[src/rtl/if_prefetch_queue_if.sv]
// Bus bundle for if_prefetch_queue: instruction-memory request/response,
// EX-stage redirect and the decode-side valid/ready handoff.
interface if_prefetch_queue_if #(
    parameter int unsigned XLEN  = 32,
    parameter int unsigned DEPTH = 4
);
    logic                       imem_req_o;
    logic [XLEN-1:0]            imem_addr_o;
    logic                       imem_gnt_i;
    logic                       imem_rvalid_i;
    logic [31:0]                imem_rdata_i;
    logic                       redirect_i;
    logic [XLEN-1:0]            redirect_addr_i;
    logic                       id_valid_o;
    logic                       id_ready_i;
    logic [31:0]                id_instr_o;
    logic [XLEN-1:0]            id_pc_o;
    logic [XLEN-1:0]            id_pc_next_o;
    logic [$clog2(DEPTH+1)-1:0] count_o;

    modport master (
        output imem_req_o, imem_addr_o,
        input  imem_gnt_i, imem_rvalid_i, imem_rdata_i,
        input  redirect_i, redirect_addr_i,
        output id_valid_o, id_instr_o, id_pc_o, id_pc_next_o,
        input  id_ready_i,
        output count_o
    );

    modport slave (
        input  imem_req_o, imem_addr_o,
        output imem_gnt_i, imem_rvalid_i, imem_rdata_i,
        output redirect_i, redirect_addr_i,
        input  id_valid_o, id_instr_o, id_pc_o, id_pc_next_o,
        output id_ready_i,
        input  count_o
    );
endinterface

[src/rtl/if_prefetch_queue.sv]
// Instruction prefetch queue: in-order req/gnt/rvalid fetch into a DEPTH-entry
// {pc, instr} FIFO with redirect flush. Define IF_PREFETCH_BYPASS_EN for the empty-queue bypass.
module if_prefetch_queue #(
    parameter int unsigned     XLEN            = 32,
    parameter int unsigned     DEPTH           = 4,
    parameter int unsigned     MAX_OUTSTANDING = 2,
    parameter logic [XLEN-1:0] RESET_PC        = '0
) (
    input logic                 clk,
    input logic                 rst_n,
    if_prefetch_queue_if.master bus
);
    localparam int unsigned PW = $clog2(DEPTH);
    localparam int unsigned CW = $clog2(DEPTH + 1);
    localparam int unsigned OW = $clog2(MAX_OUTSTANDING + 1);

    logic [XLEN-1:0] fetch_pc;
    logic [XLEN-1:0] resp_pc;
    logic [OW-1:0]   outstanding;
    logic [OW-1:0]   discard;
    logic [XLEN-1:0] q_pc    [DEPTH];
    logic [31:0]     q_instr [DEPTH];
    logic [PW-1:0]   rd_ptr;
    logic [PW-1:0]   wr_ptr;
    logic [CW-1:0]   count;

    logic          req;
    logic          grant;
    logic          resp_ok;
    logic          resp_live;
    logic          bypass_show;
    logic          bypass_take;
    logic          push;
    logic          pop;
    logic [OW-1:0] outstanding_next;

    // Requests are throttled so every in-flight word already owns a queue slot.
    always_comb begin
        req = rst_n && !bus.redirect_i
              && (32'(outstanding) < MAX_OUTSTANDING)
              && ((32'(count) + 32'(outstanding)) < DEPTH);
        grant     = req && bus.imem_gnt_i;
        resp_ok   = bus.imem_rvalid_i && (outstanding != '0);
        resp_live = resp_ok && (discard == '0) && !bus.redirect_i;
        outstanding_next = outstanding + OW'(grant) - OW'(resp_ok);
`ifdef IF_PREFETCH_BYPASS_EN
        bypass_show = resp_live && (count == '0);
        bypass_take = bypass_show && bus.id_ready_i;
`else
        bypass_show = 1'b0;
        bypass_take = 1'b0;
`endif
        push = resp_live && !bypass_take;
        pop  = (count != '0) && bus.id_ready_i && !bus.redirect_i;
    end

    assign bus.imem_req_o   = req;
    assign bus.imem_addr_o  = fetch_pc;
    assign bus.id_valid_o   = (count != '0) || bypass_show;
    assign bus.id_instr_o   = bypass_show ? bus.imem_rdata_i : q_instr[rd_ptr];
    assign bus.id_pc_o      = bypass_show ? resp_pc : q_pc[rd_ptr];
    assign bus.id_pc_next_o = bus.id_pc_o + XLEN'(4);
    assign bus.count_o      = count;

    // Redirect wins over everything: flush the queue and mark all in-flight words stale.
    always_ff @(posedge clk) begin
        if (!rst_n) begin
            fetch_pc    <= RESET_PC;
            resp_pc     <= RESET_PC;
            outstanding <= '0;
            discard     <= '0;
            rd_ptr      <= '0;
            wr_ptr      <= '0;
            count       <= '0;
            for (int i = 0; i < int'(DEPTH); i++) begin
                q_pc[i]    <= '0;
                q_instr[i] <= '0;
            end
        end else if (bus.redirect_i) begin
            fetch_pc    <= bus.redirect_addr_i & ~XLEN'(3);
            resp_pc     <= bus.redirect_addr_i & ~XLEN'(3);
            outstanding <= outstanding_next;
            discard     <= outstanding_next;
            rd_ptr      <= '0;
            wr_ptr      <= '0;
            count       <= '0;
        end else begin
            if (grant) begin
                fetch_pc <= fetch_pc + XLEN'(4);
            end
            outstanding <= outstanding_next;
            if (resp_ok && (discard != '0)) begin
                discard <= discard - OW'(1);
            end
            if (resp_live) begin
                resp_pc <= resp_pc + XLEN'(4);
            end
            if (push) begin
                q_pc[wr_ptr]    <= resp_pc;
                q_instr[wr_ptr] <= bus.imem_rdata_i;
                wr_ptr          <= wr_ptr + PW'(1);
            end
            if (pop) begin
                rd_ptr <= rd_ptr + PW'(1);
            end
            count <= count + CW'(push) - CW'(pop);
        end
    end

    // A response with nothing in flight is a memory-side protocol error.
    assert property (@(posedge clk) disable iff (!rst_n)
        !(bus.imem_rvalid_i && (outstanding == '0)));

endmodule

[src/flat_wrapper.sv]
// flat-port wrapper written by rule: the top's interface ports become plain ports
module if_prefetch_queue_flat 
#(
    parameter int unsigned     XLEN            = 32,
    parameter int unsigned     DEPTH           = 4,
    parameter int unsigned     MAX_OUTSTANDING = 2,
    parameter logic [XLEN-1:0] RESET_PC        = '0
)
  (clk, rst_n, bus_imem_req_o, bus_imem_addr_o, bus_imem_gnt_i, bus_imem_rvalid_i, bus_imem_rdata_i, bus_redirect_i, bus_redirect_addr_i, bus_id_valid_o, bus_id_instr_o, bus_id_pc_o, bus_id_pc_next_o, bus_id_ready_i, bus_count_o);
  if_prefetch_queue_if #(.XLEN(XLEN), .DEPTH(DEPTH)) bus_i ();
  input logic clk;
  input logic rst_n;
  output wire logic [$bits(bus_i.imem_req_o)-1:0] bus_imem_req_o;
  output wire logic [$bits(bus_i.imem_addr_o)-1:0] bus_imem_addr_o;
  input wire logic [$bits(bus_i.imem_gnt_i)-1:0] bus_imem_gnt_i;
  input wire logic [$bits(bus_i.imem_rvalid_i)-1:0] bus_imem_rvalid_i;
  input wire logic [$bits(bus_i.imem_rdata_i)-1:0] bus_imem_rdata_i;
  input wire logic [$bits(bus_i.redirect_i)-1:0] bus_redirect_i;
  input wire logic [$bits(bus_i.redirect_addr_i)-1:0] bus_redirect_addr_i;
  output wire logic [$bits(bus_i.id_valid_o)-1:0] bus_id_valid_o;
  output wire logic [$bits(bus_i.id_instr_o)-1:0] bus_id_instr_o;
  output wire logic [$bits(bus_i.id_pc_o)-1:0] bus_id_pc_o;
  output wire logic [$bits(bus_i.id_pc_next_o)-1:0] bus_id_pc_next_o;
  input wire logic [$bits(bus_i.id_ready_i)-1:0] bus_id_ready_i;
  output wire logic [$bits(bus_i.count_o)-1:0] bus_count_o;
  assign bus_imem_req_o = bus_i.imem_req_o;
  assign bus_imem_addr_o = bus_i.imem_addr_o;
  assign bus_i.imem_gnt_i = bus_imem_gnt_i;
  assign bus_i.imem_rvalid_i = bus_imem_rvalid_i;
  assign bus_i.imem_rdata_i = bus_imem_rdata_i;
  assign bus_i.redirect_i = bus_redirect_i;
  assign bus_i.redirect_addr_i = bus_redirect_addr_i;
  assign bus_id_valid_o = bus_i.id_valid_o;
  assign bus_id_instr_o = bus_i.id_instr_o;
  assign bus_id_pc_o = bus_i.id_pc_o;
  assign bus_id_pc_next_o = bus_i.id_pc_next_o;
  assign bus_i.id_ready_i = bus_id_ready_i;
  assign bus_count_o = bus_i.count_o;
  if_prefetch_queue #(.XLEN(XLEN), .DEPTH(DEPTH), .MAX_OUTSTANDING(MAX_OUTSTANDING), .RESET_PC(RESET_PC)) u_core (.clk(clk), .rst_n(rst_n), .bus(bus_i));
endmodule
[config.mk]
export PLATFORM = sky130hd
export DESIGN_NAME = if_prefetch_queue_flat
export DESIGN_NICKNAME = d
export VERILOG_FILES = /design/src/rtl/if_prefetch_queue_if.sv /design/src/rtl/if_prefetch_queue.sv /design/src/flat_wrapper.sv
export SDC_FILE = /design/constraint.sdc
export NUM_CORES = 1
export LEC_CHECK = 0
export BUFFER_PORTS_ARGS = -buffer_cell sky130_fd_sc_hd__buf_2
export CORE_MARGIN = 2
export CORE_UTILIZATION = 52
export DETAILED_ROUTE_END_ITERATION = 6
export PLACE_DENSITY = 0.85
export SETUP_SLACK_MARGIN = 0.3
export SLEW_MARGIN = 10
export SYNTH_ARGS = -nofsm -noshare
export SYNTH_HDL_FRONTEND = slang
export SYNTH_SLANG_ARGS = --single-unit
[constraint.sdc]
create_clock -name clk -period 8.5 [get_ports clk]
set_input_delay 2.55 -clock clk [delete_from_list [all_inputs] [get_ports clk]]
set_output_delay 2.55 -clock clk [all_outputs]
set_load 0.02 [all_outputs]
# Word-level counts from Yosys, hierarchy flattened
# Memory sizes are Yosys's and may differ from the RTL's. A register that Yosys moved wholly into a read port is not among the register bits.
# Index checks and enable logic that the tools add are counted.
# W data, S select, Z words.
word_totals:
  register_bits: 75
  ramBits: 256
  inputBits: 70
  output_inout_bits: 133
  memories: 2
mem_list:
  columns: ["name", "words", "word_bits", "read_ports", "rd_ports_with_merged_regs", "write_ports", "line", "text"]
  rows:
  - ["u_core.q_instr", 4, 32, 1, 1, 4, "if_prefetch_queue.sv:22", "logic [31:0] q_instr [DEPTH];"]
  - ["u_core.q_pc", 4, 32, 1, 1, 4, "if_prefetch_queue.sv:21", "logic [XLEN-1:0] q_pc [DEPTH];"]
classes:
  add_sub_neg: 11
  n_lt_le_gt_ge: 2
  mux: 21
  n_bitwise: 1
  n_reduce_logical: 21
ops:
  columns: ["cell", "count"]
  rows:
  - ["$mux W32", 6]
  - ["$add A32 B3 Y32 const B", 3]
  - ["$reduce_or A32 Y1", 2]
  - ["$lt A32 B3 Y1 const B", 1]
  - ["$mux W2", 8]
  - ["$logic_and A1 B1 Y1", 10]
  - ["$reduce_bool A2 Y1", 5]
  - ["$mux W1", 7]
  - ["$add A2 B1 Y2 const B", 2]
  - ["$add A3 B2 Y4", 1]
  - ["$add A3 B1 Y3", 1]
  - ["$reduce_bool A3 Y1", 1]
  - ["$sub A3 B1 Y3", 1]
  - ["$add A2 B1 Y2", 1]
  - ["$logic_not A2 Y1", 1]
  - ["$lt A2 B2 Y1 const B", 1]
  - ["$reduce_or A2 Y1", 1]
  - ["$sub A2 B1 Y2", 1]
  - ["$sub A2 B1 Y2 const B", 1]
  - ["$logic_not A1 Y1", 1]
  - ["$not A1 Y1", 1]

# Depth between registers and ports, before layout
depth:
  word_depth: 10
  ltp_mapped: 12

# Worst setup path before layout
# No wires, ideal clock.
synth_path:
  path_type: "input to register"
  startpoint: "input port bus_imem_rvalid_i"
  endpoint: "memory u_core.q_instr[1][0], enable pin"
  arrival_ns: 7.663
  t_required_ns: 7.932
  slack_ns: 0.269
  path_stages: 5
  n_path_buf: 1
  path_cell_list: "o211ai_1 clkbuf_1 nor2_1 nand2_1 o21ai_0"
synth_rtl:
  columns: ["item", "line", "text"]
  rows:
  - ["start, declared", "flat_wrapper.sv:16", "input wire logic [$bits(bus_i.imem_rvalid_i)-1:0] bus_imem_rvalid_i;"]
  - ["end, declared", "if_prefetch_queue.sv:22", null]

==> summary.md <==
### Global routing
• **initial antenna violation count** 0
• **global-route wire length before repair** 53.8 mm
• **met2 Resource Use GR** 36.9%
• **grt met3 use** 3.28%
• **Remaining Overflow, GRT** 0
• **maximum number of pins on one net before global-route repair** 72
• **Tot GR Track Use** 22.5%
• **met1 track demand over resource** 32.0%
• **number of global-route vias before repair** 9960
• **routing layer with the top usage in global route** met2

### Outcome
• **status** finished clean

### Layout
• **area added between synthesis and finish** 15.5%
• **most frequent cells in the layout** 248 x sky130_fd_sc_hd__edfxtp_1, 221 x sky130_fd_sc_hd__nor2_1, 194 x sky130_fd_sc_hd__buf_2
• **net count reported at finish** 1498
• **FF+latch area** 8910 um2
• **fill cell count** 2109
• **leading cell type in the layout, fill and taps excluded** sky130_fd_sc_hd__edfxtp_1
• **multi-input combinational cell area** 5290 um2
• **Ant. Diodes** 0
• **post-route standard cell area excluding fillers** 17100 um2
• **proportion of layout cells with a drive suffix above 1** 22.7%

### Worst setup path
• **cell at the slowest stage of the critical path** sky130_fd_sc_hd__dfxtp_4
• **end of the worst register-to-register path** u_core.bus.imem_addr_o[7]
• **type of the worst setup path** flip-flop to primary output
• **logic depth of the worst path, buffers included** 7
• **critical-path cell list** buf_4 -> mux4_1 -> and4_1 -> nand3_1 -> nor3_1 -> xor2_1 -> buf_2
• **R2R cell count** 7
• **register-to-register path setup slack** 4.82 ns
• **worst-path fanout max** 35
• **required time at the worst-slack endpoint** 5.95 ns
• **critical path buffer and inverter count** 2
• **Largest stage delay, worst path** 0.80 ns
• **data arrival at the endpoint of the critical path** 3.92 ns
• **worst setup path endpoint** bus_id_pc_next_o[21]
• **critical register-to-register path startpoint** u_core.bus.count_o[1]
• **critical path endpoint category** primary output
• **family of cells with the greatest summed delay on the critical path** flip-flops
• **nature of the critical path startpoint** flip-flop

### Yosys
• **fraction of synthesized area in multiplexers** 9.70%
• **dominant register cell in the synthesized netlist** sky130_fd_sc_hd__edfxtp_1
• **number of synthesized flops with an enable pin** 248
• **dominant combinational cell family by area after synthesis** simple AND/OR/NAND/NOR gates
• **Yosys reg bits** 321
• **Synth Area in Adders** 0.894%
• **portion of the post-synthesis area used by sequential elements** 60.1%
• **post-synthesis average cell area** 11.8 um2
• **share of synthesized registers carrying an async set or reset** 0%
• **Compound-Gate Fraction of Synth Area** 5.17%
• **xor/xnor share of the synthesized area** 4.25%
• **post-synthesis instance total** 1253
• **area share of and/or/nand/nor cells after synthesis** 15.0%
• **Yosys cell types** 60
• **Ys Warns** 0
• **Post-Syn Area** 14800 um2

### Die
• **Placement Rows** 61
• **Die W** 173 um
• **Die Y** 173 um
• **initial cell density of the core** 53.1%
• **Total Die Area** 29900 um2
• **number of placed I/O pins** 203
• **floorplan core area** 27900 um2

### Placed design
• **# port buffers** 194
• **Detailed Place HPWL** 21.0 mm
• **Placed Area** 16100 um2
• **final weighted congestion in routability-driven placement** 0.877

### CTS
• **Resized cells post-CTS** 0
• **Post-CTS Setup Repair Bufs** 0
• **insertion delay of the later-clocked pin in the worst-skew pair** 0.56 ns
• **hold bufs inserted after CTS** 0
• **CTS tree** done
• **CTS sink count** 321
• **buffer cell driving the clock tree root** sky130_fd_sc_hd__clkbuf_16
• **maximum count of clock buffers along a single path** 3
• **maximum level of the CTS H-tree** 1
• **clock transition at the register clock pins on the worst setup and hold paths after CTS** 0.06 ns
• **cts bufs inserted** 31

### Flow run
• **Max Cap Viol** 0

### STA
• **Final Cycle Share** 76.1%
• **number of pins with negative max-slew slack in the final report** 0
• **Post-Route Setup TNS** 0 ns
• **Tmin final** 6.47 ns
• **Final Hold Viols** 0
• **measured slew at the worst slew-check pin** 1.08 ns
• **worst relative slew slack** 27.8%
• **number of failing setup endpoints in the final timing report** 0
• **max frequency** 155 MHz
• **Layout Skew** 0.0124 ns
• **setup repair after global routing missed its margin** no

### Pwr
• **total power of the final layout** 0.00372 W
• **pwr/cell area** 217 nW/um2
• **maximum resistive drop on vdd** 144 uV
• **Leakage** 6.80 nW

### Route
• **violation count after the first detailed-route iteration** 1139
• **detail-routed via count per cell** 5.75
• **number of detailed-route iterations in the first pass** 5
• **total via count in the routed design** 10463
• **post-detailed-route count of antenna-violating nets** 0
• **Total Wirelength** 34.1 mm
• **count of unresolved DRC violations after routing** 0
• **Routed wire per std cell** 18.7 um

### Hold path
• **Hold Crit Class** flip-flop to flip-flop

## routing by layer
metal,share of wire [%],up-vias,wire [um]
li1,-,4817,-
met1,40,5025,13800
met2,48,576,16300
met3,9.8,45,3330
met4,1.9,0,632
met5,0,-,0
## logic make-up after synthesis
kind of cell | count (synthesis)
fa+ha+maj | 10
other cells | 1
flops | 321
mux | 64
xor+xnor | 72
compound gates | 130
simple gates | 489
buf+inv | 166
## state kept, by name (all words and copies together) (netlist names), named ones only
name                    count
u_core.discard              2
u_core.wr_ptr               2
u_core.rd_ptr               2
u_core.resp_pc             30
u_core.bus.count_o          3
u_core.bus.imem_addr_o     30
u_core.q_instr            128
u_core.outstanding          2
u_core.q_pc               120
## metrics by stage
step	util [%]	cells	hold WS, ns	setup slack, ns
detailed placement	57.5	1763	0.512	2.44
finish	61.3	1821	0.528	2.03
global placement	57.5	1763	0.507	2.45
CTS	61.3	1821	0.522	1.96
global route	61.3	1821	0.554	1.63
floorplan	-	1258	0.482	0.339
## power breakdown
group,leakage [nW],total (W),internal (W),switching [W]
Clock,0.527,0.00143,0.000863,0.000570
Sequential,3.17,0.00184,0.00179,0.0000525
Combinational,3.11,0.000441,0.000149,0.000292
## worst min-delay path by stage
stage / start / endpoint / slack [ns] / cells after the start
floorplan: u_core.resp_pc[3] / u_core.resp_pc[3] / 0.48 / 2
global placement: u_core.bus.imem_addr_o[22] / u_core.bus.imem_addr_o[22] / 0.51 / 2
detailed placement: u_core.resp_pc[22] / u_core.resp_pc[22] / 0.51 / 2
CTS: u_core.resp_pc[22] / u_core.resp_pc[22] / 0.52 / 2
global route: u_core.resp_pc[22] / u_core.resp_pc[22] / 0.55 / 2
finish: u_core.resp_pc[22] / u_core.resp_pc[22] / 0.53 / 2
## cells in the mapped netlist, drive strengths merged, types with 6 or more instances
cell,n,area share [%]
ha,9,0.76
clkbuf,50,1.3
nand3,38,1.4
mux4,62,9.6
nor2,222,5.6
xor2,49,2.9
edfxtp,248,50
nand4,28,1.3
xnor2,23,1.4
and4,6,0.35
dfxtp,73,9.9
and2,9,0.38
o21ai,39,1.3
or4,7,0.35
nor3,22,0.78
and3,11,0.46
a31oi,23,0.97
or3,9,0.41
nand2,113,2.9
inv,85,2.2
a21oi,40,1.3
o211ai,6,0.30
buf,28,1.4
nor4,13,0.63
## final cells by class
| cell class | count | share of cell area, % |
|---|---|---|
| sequential | 321 | 52.0 |
| multi-input combinational | 771 | 30.8 |
| timing repair buffer | 205 | 6.15 |
| clock buffer | 39 | 5.00 |
| tap | 378 | 2.76 |
| inverter | 88 | 1.93 |
| clock inverter | 19 | 1.29 |
## worst reg2reg max path: stages, from the launching register on
cell	delay, ns
sky130_fd_sc_hd__dfxtp_1	0.37
sky130_fd_sc_hd__ha_1	0.30
sky130_fd_sc_hd__a311o_1	0.18
sky130_fd_sc_hd__or4_1	0.71
sky130_fd_sc_hd__clkinv_2	0.55
sky130_fd_sc_hd__nor2_1	0.97
sky130_fd_sc_hd__o21ai_0	0.28
sky130_fd_sc_hd__a31oi_1	0.23
No activity file was read; power rests on OpenSTA's default activity.
